<file path="src/rtl/game_ctrl_pkg.sv">
// Shared definitions for the game round controller: phase encoding,
// FSM state type, BCD digit width and a binary-to-BCD helper used to
// build the round timer's load value from a binary seconds count.
package game_ctrl_pkg;

    localparam int BCD_W = 4;

    localparam logic [2:0] PH_IDLE  = 3'd0;
    localparam logic [2:0] PH_READY = 3'd1;
    localparam logic [2:0] PH_PLAY  = 3'd2;
    localparam logic [2:0] PH_PAUSE = 3'd3;
    localparam logic [2:0] PH_OVER  = 3'd4;

    typedef enum logic [2:0] {
        ST_IDLE  = PH_IDLE,
        ST_READY = PH_READY,
        ST_PLAY  = PH_PLAY,
        ST_PAUSE = PH_PAUSE,
        ST_OVER  = PH_OVER
    } state_e;

    // Two-digit BCD image of a binary value in 0..99, tens in the high nibble.
    function automatic logic [2*BCD_W-1:0] bcd_of(input int unsigned val);
        logic [BCD_W-1:0] tens;
        logic [BCD_W-1:0] ones;
        tens = BCD_W'((val / 10) % 10);
        ones = BCD_W'(val % 10);
        return {tens, ones};
    endfunction

endpackage

</file>
<file path="src/rtl/game_phase_ctrl_bcd_down2.sv">
// Two-digit BCD down counter used as the round timer. A load takes
// priority over a count; next_is_zero flags that one more decrement
// lands on 00, letting the controller leave PLAY on that same edge.
module bcd_down2
    import game_ctrl_pkg::*;
#(
    parameter logic [2*BCD_W-1:0] RESET_VAL = 8'h00
) (
    input  logic               clk_1H,
    input  logic               reset,
    input  logic               load,
    input  logic [2*BCD_W-1:0] load_val,
    input  logic               en,
    output logic [BCD_W-1:0]   tens,
    output logic [BCD_W-1:0]   ones,
    output logic               next_is_zero
);

    logic [BCD_W-1:0] tens_q, tens_d;
    logic [BCD_W-1:0] ones_q, ones_d;

    // Next digit values: load, else BCD decrement with borrow from the tens digit.
    always_comb begin
        tens_d = tens_q;
        ones_d = ones_q;
        if (load) begin
            tens_d = load_val[2*BCD_W-1:BCD_W];
            ones_d = load_val[BCD_W-1:0];
        end else if (en) begin
            if (ones_q == '0) begin
                ones_d = BCD_W'(9);
                tens_d = tens_q - BCD_W'(1);
            end else begin
                ones_d = ones_q - BCD_W'(1);
            end
        end
    end

    // Digit registers; reset shows the configured round length at once.
    always_ff @(posedge clk_1H or posedge reset) begin
        if (reset) begin
            tens_q <= RESET_VAL[2*BCD_W-1:BCD_W];
            ones_q <= RESET_VAL[BCD_W-1:0];
        end else begin
            tens_q <= tens_d;
            ones_q <= ones_d;
        end
    end

    assign tens         = tens_q;
    assign ones         = ones_q;
    assign next_is_zero = (tens_q == '0) && (ones_q == BCD_W'(1));

endmodule

</file>
<file path="src/rtl/game_phase_ctrl.sv">
// Game round sequencer: IDLE -> READY countdown -> PLAY/PAUSE -> OVER -> IDLE.
// Owns the lives, level and OVER-hold counters and drives the round timer.
// phase, endf and play_en decode straight from the state register.
module game_phase_ctrl
    import game_ctrl_pkg::*;
#(
    parameter int GAME_SECS  = 60,
    parameter int READY_SECS = 3,
    parameter int LIVES      = 3,
    parameter int LEVEL_SECS = 10,
    parameter int MAX_LEVEL  = 8,
    parameter int OVER_SECS  = 5
) (
    input  logic             clk_1H,
    input  logic             reset,
    input  logic             start,
    input  logic             pause,
    input  logic             collision,
    output logic             endf,
    output logic             play_en,
    output logic [2:0]       phase,
    output logic [3:0]       ready_cnt,
    output logic [BCD_W-1:0] time_tens,
    output logic [BCD_W-1:0] time_ones,
    output logic [1:0]       lives,
    output logic [3:0]       level
);

    localparam logic [2*BCD_W-1:0] GAME_BCD = bcd_of(GAME_SECS);
    localparam int LSW = $clog2(LEVEL_SECS + 1);
    localparam int HW  = $clog2(OVER_SECS + 1);

    localparam logic [3:0]     READY_INIT = 4'(READY_SECS);
    localparam logic [1:0]     LIVES_INIT = 2'(LIVES);
    localparam logic [3:0]     LEVEL_MAX  = 4'(MAX_LEVEL);
    localparam logic [LSW-1:0] LSEC_LAST  = LSW'(LEVEL_SECS - 1);
    localparam logic [HW-1:0]  HOLD_LAST  = HW'(OVER_SECS - 1);

    state_e         state_q, state_d;
    logic [3:0]     ready_q, ready_d;
    logic [1:0]     lives_q, lives_d;
    logic [3:0]     level_q, level_d;
    logic [LSW-1:0] lsec_q,  lsec_d;
    logic [HW-1:0]  hold_q,  hold_d;

    logic tmr_load;
    logic tmr_en;
    logic tmr_next_zero;

    bcd_down2 #(
        .RESET_VAL (GAME_BCD)
    ) u_timer (
        .clk_1H       (clk_1H),
        .reset        (reset),
        .load         (tmr_load),
        .load_val     (GAME_BCD),
        .en           (tmr_en),
        .tens         (time_tens),
        .ones         (time_ones),
        .next_is_zero (tmr_next_zero)
    );

    // Next-state and counter updates for every phase.
    always_comb begin
        state_d  = state_q;
        ready_d  = ready_q;
        lives_d  = lives_q;
        level_d  = level_q;
        lsec_d   = lsec_q;
        hold_d   = hold_q;
        tmr_load = 1'b0;
        tmr_en   = 1'b0;

        case (state_q)
            ST_IDLE: begin
                if (start) begin
                    state_d  = ST_READY;
                    ready_d  = READY_INIT;
                    lives_d  = LIVES_INIT;
                    level_d  = '0;
                    lsec_d   = '0;
                    tmr_load = 1'b1;
                end
            end

            ST_READY: begin
                ready_d = ready_q - 4'd1;
                if (ready_q == 4'd1) begin
                    state_d = ST_PLAY;
                end
            end

            ST_PLAY: begin
                tmr_en = 1'b1;
                if (collision && (lives_q != '0)) begin
                    lives_d = lives_q - 2'd1;
                end
                if (lsec_q == LSEC_LAST) begin
                    lsec_d = '0;
                    if (level_q < LEVEL_MAX) begin
                        level_d = level_q + 4'd1;
                    end
                end else begin
                    lsec_d = lsec_q + LSW'(1);
                end
                if (tmr_next_zero || (lives_d == '0)) begin
                    state_d = ST_OVER;
                end else if (pause) begin
                    state_d = ST_PAUSE;
                end
            end

            ST_PAUSE: begin
                if (!pause) begin
                    state_d = ST_PLAY;
                end
            end

            ST_OVER: begin
                if (hold_q == HOLD_LAST) begin
                    hold_d  = '0;
                    state_d = ST_IDLE;
                end else begin
                    hold_d = hold_q + HW'(1);
                end
            end

            default: begin
                state_d = ST_IDLE;
            end
        endcase
    end

    // State and counter registers with asynchronous reset to the idle defaults.
    always_ff @(posedge clk_1H or posedge reset) begin
        if (reset) begin
            state_q <= ST_IDLE;
            ready_q <= READY_INIT;
            lives_q <= LIVES_INIT;
            level_q <= '0;
            lsec_q  <= '0;
            hold_q  <= '0;
        end else begin
            state_q <= state_d;
            ready_q <= ready_d;
            lives_q <= lives_d;
            level_q <= level_d;
            lsec_q  <= lsec_d;
            hold_q  <= hold_d;
        end
    end

    assign phase     = state_q;
    assign endf      = (state_q == ST_OVER);
    assign play_en   = (state_q == ST_PLAY);
    assign ready_cnt = ready_q;
    assign lives     = lives_q;
    assign level     = level_q;

endmodule

</file>
<file path="config.mk">
export PLATFORM = sky130hd
export DESIGN_NAME = game_phase_ctrl
export DESIGN_NICKNAME = d
export VERILOG_FILES = /design/src/rtl/game_ctrl_pkg.sv /design/src/rtl/game_phase_ctrl_bcd_down2.sv /design/src/rtl/game_phase_ctrl.sv
export SDC_FILE = /design/constraint.sdc
export NUM_CORES = 1
export LEC_CHECK = 0
export BUFFER_PORTS_ARGS = -buffer_cell sky130_fd_sc_hd__buf_2
export CAP_MARGIN = 20
export CORE_AREA = 4 4 67 69
export DETAILED_ROUTE_END_ITERATION = 12
export DIE_AREA = 0 0 71 73
export PLACE_DENSITY_LB_ADDON = 0.3
export RECOVER_POWER = 100
export SKIP_LAST_GASP = 1
export SLEW_MARGIN = 20
export SYNTH_ARGS = -nofsm -noshare
export SYNTH_HDL_FRONTEND = slang
export SYNTH_SLANG_ARGS = --single-unit
export TNS_END_PERCENT = 5
</file>
<file path="constraint.sdc">
create_clock -name clk_1H -period 2.5 [get_ports clk_1H]
set_input_delay 0.625 -clock clk_1H [delete_from_list [all_inputs] [get_ports clk_1H]]
set_output_delay 0.625 -clock clk_1H [all_outputs]
set_load 0.02 [all_outputs]
</file>
==> reports/metrics.csv, run 1 <==
stage,metric,value,unit
power,pwr/cell area,1180,mW/mm2
sta,RSZ-0062 raised after global routing,no,
sta,hold slack,356,ps
yosys,largest family of logic cells by synthesized area,simple AND/OR/NAND/NOR gates,
run,Max Cap Violations,0,
floorplanning,width of the chip,71,um
grt,initial antenna violation count,0,
drt,1st-pass router iterations,4,
floorplanning,starting density of the core,38.8,%
floorplanning,io pins,28,
sta,crit share post-route,90.4,%
yosys,mux cell area share after synthesis,3.46,%
place,Detailed Place HPWL,2500,um
layout,Seq. cell area,708,um2
layout,fillers,426,
yosys,largest cells by area after synthesis,"dfrtp_1 36%, dfstp_2 10%, ha_1 8.2%",
yosys,post-synth top area share,36.2,%
drt,wire per inst,14.1,um
yosys,Post-synth ARST share,100,%
layout,Multi-input gate area,706,um2
worst_setup_path,CP max FO,13,
worst_setup_path,CP endpoint kind,output port,
power,Pwr Total,2.03,mW
cts,# resized after CTS,0,
yosys,synth unique cells,42,
cts,hold buffer count at cts,0,
yosys,Post-Synth Simple-Gate Area,19.2,%
grt,total congestion overflow,0,
cts,CTS buffer count,3,
cts,CTS tree,done,
drt,Via density,5.19,
drt,final WL,3310,um
sta,crit path time final,2260,ps
cts,Post-CTS Repair Setup Buffers,0,
worst_setup_path,r2r setup slk,310,ps
floorplanning,area of the core,0.00391,mm2
drt,met3 routed WL,171,um
cts,clk buf depth,2,
status,status,"complete, no violations",
yosys,adder-cell area share of the yosys netlist,8.23,%
grt,pin count of the biggest net entering global routing,17,
drt,DRT met1 WL,1440,um
worst_hold_path,worst hold-check path type,in -> async,
layout,share of layout cells above drive strength 1,9.78,%
cts,clock-pin slew of the registers on the worst-case setup and hold paths,100,ps
yosys,sequential fraction of the synthesis area,46.6,%
yosys,Compound-Gate Fraction of Synth Area,13.7,%
worst_setup_path,"delay-heaviest family, CP",flip-flops,
sta,Final TNS setup,0,ps
place,RePlAce Congestion,0.754,
yosys,Synth Area in XOR/XNOR,2.88,%
sta,fmax,0.442,GHz
layout,Syn-to-layout area delta,12.5,%
power,Peak VDD IR,0.000349,V
power,leakage power,0.792,nW
worst_setup_path,CP max-delay cell,dfrtp_1,
drt,initial DRC count,55,
yosys,Post-synth EDFFs,0,
sta,relative slew slack,39.7,%
yosys,Mapped Nets,170,
yosys,post-synth top area cell,dfrtp_1,
drt,WL met2,1660,um
yosys,Syn Std Cell Area,0.00152,mm2
worst_setup_path,CP Launch Type,flip-flop,
drt,top sig layer,met4,
sta,max-slew violation count,0,
layout,fin util,43.7,%
layout,ant diodes,0,
grt,vias in the first global route,1235,
worst_setup_path,CP Cell Sequence,or3b_4 > clkinv_1 > clkbuf_1,
place,PortBufs,27,
worst_setup_path,WS Path Type,reg -> out,
cts,H-tree depth,1,
layout,"most common cell after layout, fill and taps aside",clkbuf_1,
yosys,Post-Syn Area per Cell,9.81,um2
worst_setup_path,Max stage delay on crit path,530,ps
floorplanning,chip height,73,um
yosys,Synth Flop Type,dfrtp_1,
drt,DRC Markers,0,
cts,Num Clock Sinks,28,
cts,"Clk Latency, worst-skew pair",270,ps
sta,final setup skew,3.51,ps
grt,GRT Util Overall,13.4,%
worst_setup_path,worst path bufs/invs,2,
layout,nets@finish,200,
floorplanning,Die ar.,0.00518,mm2
floorplanning,# rows,23,
worst_setup_path,worst path arrival time,1640,ps
drt,DR vias,1215,
sta,Final Hold Viols,0,
drt,post-route ant nets,0,
yosys,"Warnings, synthesis",0,
yosys,Yosys reg bits,28,
yosys,Synth Instances,155,
grt,global-route wire length before repair,5580,um
sta,final setup violation count,0,
sta,Slew @ Worst Pin,905,ps
layout,most frequent cells in the layout,"24 x clkbuf_1, 22 x dfrtp_1, 18 x nor2_1",
cts,clock root buffer,clkbuf_8,
worst_setup_path,CP Data Required Time,1880,ps
-- state kept, by name, summed over array words and instances, names as in the netlist --
| name | flops |
|---|---|
| hold_q | 3 |
| level | 4 |
| lives | 2 |
| lsec_q | 4 |
| phase | 3 |
| ready_cnt | 4 |
| u_timer.ones | 4 |
| u_timer.tens | 4 |
-- path summary, 6_finish.rpt --
check                                      start                     endpoint  depth (start not counted)
hold / removal                             reset  u_timer.ones[3]$_DFFE_PP0P_                          2
max in group asynchronous                  reset  u_timer.tens[0]$_DFFE_PP0P_                          3
setup reg to reg            phase[0]$_DFFE_PP0P_        lsec_q[3]$_DFFE_PP0P_                          6
hold reg to reg            hold_q[2]$_DFFE_PP0P_        hold_q[2]$_DFFE_PP0P_                          1
min in group clk_1H        hold_q[2]$_DFFE_PP0P_        hold_q[2]$_DFFE_PP0P_                          1
setup / recovery            phase[0]$_DFFE_PP0P_                      play_en                          3
-- where the power goes --
| part | total [mW] | internal, mW | leakage, nW | switching [mW] |
|---|---|---|---|---|
| combinational | 0.901 | 0.335 | 0.408 | 0.566 |
| clock | 0.283 | 0.141 | 0.0288 | 0.142 |
| sequential | 0.841 | 0.631 | 0.355 | 0.210 |
-- synthesized netlist by cell type, drive strengths merged, types with 2 or more instances --
cell,n
a21oi,6
a22o,2
a41oi,2
buf,3
clkbuf,2
dfrtp,22
dfstp,6
ha,10
inv,14
mux2,2
mux2i,3
nand2,10
nand2b,3
nand3,6
nor2,18
nor2b,3
nor3,5
nor4,2
nor4b,2
o21ai,11
xnor2,3
xor2,2
-- stage by stage --
step | std cells | worst slack, ps | area (um2)
after floorplan | 155 | 705 | 1520
after global placement | 230 | 625 | 1710
after detailed placement | 230 | 558 | 1710
after CTS | 234 | 303 | 1760
after global routing | 234 | 153 | 1710
final | 234 | 240 | 1710
-- cell type report --
cell class | count | share of cell area [%]
clock buffer | 4 | 3.22
inverter | 15 | 3.29
multi-input combinational | 107 | 41.3
sequential | 28 | 41.4
tap | 50 | 3.66
timing repair buffer | 30 | 7.17
-- logic make-up (layout without fill, tap and decap cells) --
family	count (synthesis)	count (layout)
buffers and inverters	20	49
adder cells (fa/ha/maj)	10	10
multiplexers	5	5
XOR/XNOR	5	5
AO/OA/AOI/OAI	32	32
AND/OR/NAND/NOR	55	55
flip-flops	28	28
-- metal layers --
layer,vias to the layer above,track usage [%]
li1,602,-
met1,585,14.9
met2,23,24.9
met3,5,3.99
met4,0,3.76
met5,-,0
Power figures use the tool's default switching activity.
==> inputs of run 2 (changes only) <==
--- a/config.mk
+++ b/config.mk
@@ -7,6 +7,8 @@
 export LEC_CHECK = 0
 export BUFFER_PORTS_ARGS = -buffer_cell sky130_fd_sc_hd__buf_2
 export CAP_MARGIN = 20
+export CELL_PAD_IN_SITES_DETAIL_PLACEMENT = 1
+export CELL_PAD_IN_SITES_GLOBAL_PLACEMENT = 1
 export CORE_AREA = 4 4 67 69
 export DETAILED_ROUTE_END_ITERATION = 12
 export DIE_AREA = 0 0 71 73
==> reports/metrics.csv, run 2 (same netlist as run 1, synthesis figures left out) <==
stage,metric,value,unit,change
cts,"Clk Latency, worst-skew pair",280,ps,about the same
worst_setup_path,CP Launch Type,flip-flop,,
cts,clk buf depth,2,,unchanged
floorplanning,chip height,73,um,unchanged
layout,nets@finish,200,,unchanged
drt,DR vias,1236,,+1.7%
sta,Final TNS setup,0,ps,unchanged
status,status,"complete, but fails checks",,
sta,relative slew slack,-4.07,%,-44 points
floorplanning,# rows,23,,unchanged
cts,clock-pin slew of the registers on the worst-case setup and hold paths,100,ps,about the same
drt,post-route ant nets,0,,unchanged
sta,max-slew violation count,29,,+29
power,Comb power frac,46.3,%,+1.8 points
floorplanning,starting density of the core,38.8,%,unchanged
worst_setup_path,CP Cell Sequence,or3b_4 > clkinv_1 > clkbuf_2,,
place,DP Cell Count,230,,unchanged
place,Place WS,448,ps,-109 ps
worst_setup_path,r2r setup slk,490,ps,+180 ps
grt,GRT Util Overall,15.3,%,+1.9 points
cts,# resized after CTS,0,,unchanged
drt,initial DRC count,43,,-22%
power,Pwr Total,2.02,mW,-0.16%
worst_setup_path,CP endpoint kind,output port,,
sta,final setup violation count,0,,unchanged
power,P_int,1.08,mW,-2.3%
layout,Syn-to-layout area delta,12.7,%,
worst_setup_path,Max stage delay on crit path,550,ps,+20 ps
grt,initial antenna violation count,0,,unchanged
cts,Post-CTS Repair Setup Buffers,0,,unchanged
floorplanning,Die ar.,0.00518,mm2,unchanged
drt,final WL,3590,um,+8.5%
floorplanning,width of the chip,71,um,unchanged
sta,crit share post-route,94.9,%,+4.5 points
floorplanning,area of the core,0.00391,mm2,unchanged
cts,clock root buffer,clkbuf_8,,
cts,hold buffer count at cts,0,,unchanged
sta,crit path time final,2370,ps,+113 ps
floorplanning,io pins,28,,unchanged
cts,Num Clock Sinks,28,,unchanged
worst_hold_path,worst hold-check path type,reg -> reg,,
layout,share of layout cells above drive strength 1,9.78,%,unchanged
sta,PnR worst setup slack,127,ps,-113 ps
place,PortBufs,27,,unchanged
worst_setup_path,CP max FO,12,,-1
worst_setup_path,WS Path Type,reg -> out,,
drt,wire per inst,15.3,um,+8.5%
cts,CTS buffer count,3,,unchanged
power,Reg power frac,40.9,%,-0.6 points
drt,DRC Markers,0,,unchanged
sta,Final Hold Viols,0,,unchanged
grt,pin count of the biggest net entering global routing,29,,+12
run,Max Cap Violations,1,,+1
place,Detailed Place HPWL,2730,um,+9.2%
worst_setup_path,CP max-delay cell,dfrtp_1,,
cts,CTS tree,done,,
sta,RSZ-0062 raised after global routing,no,,
sta,Slew @ Worst Pin,1560,ps,+656 ps
worst_setup_path,worst path bufs/invs,2,,unchanged
power,leakage power,0.786,nW,-0.84%
status,violated checks,"capacitance limit, slew limit",,
sta,hold slack,503,ps,+147 ps
worst_setup_path,CP Data Required Time,1880,ps,about the same
power,sw frac,46.5,%,+1.2 points
layout,most frequent cells in the layout,"25 x clkbuf_1, 22 x dfrtp_1, 18 x nor2_1",,
worst_setup_path,"delay-heaviest family, CP",flip-flops,,
power,Peak VDD IR,0.000398,V,+14%
sta,fmax,0.421,GHz,-4.8%
layout,Post-Layout Cell Count,234,,unchanged
layout,ant diodes,0,,unchanged
place,RePlAce Congestion,0.781,,+3.7%
drt,Via density,5.28,,+1.7%
power,NetSw,0.940,mW,+2.4%
drt,1st-pass router iterations,4,,unchanged
cts,H-tree depth,1,,unchanged
grt,global-route wire length before repair,6340,um,+14%
power,pwr/cell area,1180,mW/mm2,-0.30%
grt,vias in the first global route,1326,,+7.4%
sta,final setup skew,3.62,ps,+0.116 ps
power,clock share of power,12.8,%,-1.2 points
worst_setup_path,worst path arrival time,1750,ps,+110 ps
layout,"most common cell after layout, fill and taps aside",clkbuf_1,,
grt,total congestion overflow,0,,unchanged
## run 2: per-layer routing
| layer | GRT usage (%) | part of all wire (%) | wire, um | vias to the layer above |
|---|---|---|---|---|
| li1 | - | - | - | 599 |
| met1 | 18.3 | 44 | 1570 | 615 |
| met2 | 28.2 | 52 | 1870 | 18 |
| met5 | 0 | 0 | 0 | - |
| met3 | 2.34 | 3.0 | 109 | 4 |
| met4 | 5.01 | 0.86 | 31 | 0 |
## run 2: final cells by class
cell class	count	area, um2
Clock buffer	4	45.0
Fill cell	494	2200
Inverter	15	56.3
Multi-Input combinational cell	107	721
Sequential cell	28	708
Tap cell	50	62.6
Timing Repair Buffer	30	120
## run 2: final timing paths
kind                                             from                          end  cells after the start
worst min-delay path            hold_q[2]$_DFFE_PP0P_        hold_q[2]$_DFFE_PP0P_                      1
worst min register to register  hold_q[2]$_DFFE_PP0P_        hold_q[2]$_DFFE_PP0P_                      1
worst max register to register   lives[0]$_DFFE_PP1P_         lives[0]$_DFFE_PP1P_                      6
max in group asynchronous                       reset        hold_q[2]$_DFFE_PP0P_                      3
worst max-delay path             phase[1]$_DFFE_PP0P_                      play_en                      3
min in group asynchronous                       reset  u_timer.ones[1]$_DFFE_PP0P_                      3
## run 2: metrics by stage
step	area (um2)	util [%]
after floorplan	1520	-
after global placement	1710	43.6
after detailed placement	1710	43.6
after CTS	1750	44.7
after global routing	1710	43.8
final	1710	43.8
## run 2: power groups by stage
| stage | Combinational, mW | Sequential [mW] | Clock [mW] |
|---|---|---|---|
| detailed placement | 0.988 | 0.838 | 0 |
| finish | 0.937 | 0.826 | 0.259 |
| CTS | 0.993 | 0.830 | 0.273 |
| global placement | 0.944 | 0.814 | 0 |
| floorplan | 0.599 | 0.910 | 0 |
| global route | 1.06 | 0.856 | 0.294 |
## run 2: worst reg2reg max path, delay by kind of cell, from the launching register on
kind / cells / cell delay, ps
flip-flops: 1 / 600
buffers and inverters: 1 / 90
AO/OA/AOI/OAI: 2 / 770
adder cells (fa/ha/maj): 1 / 220
AND/OR/NAND/NOR: 2 / 260
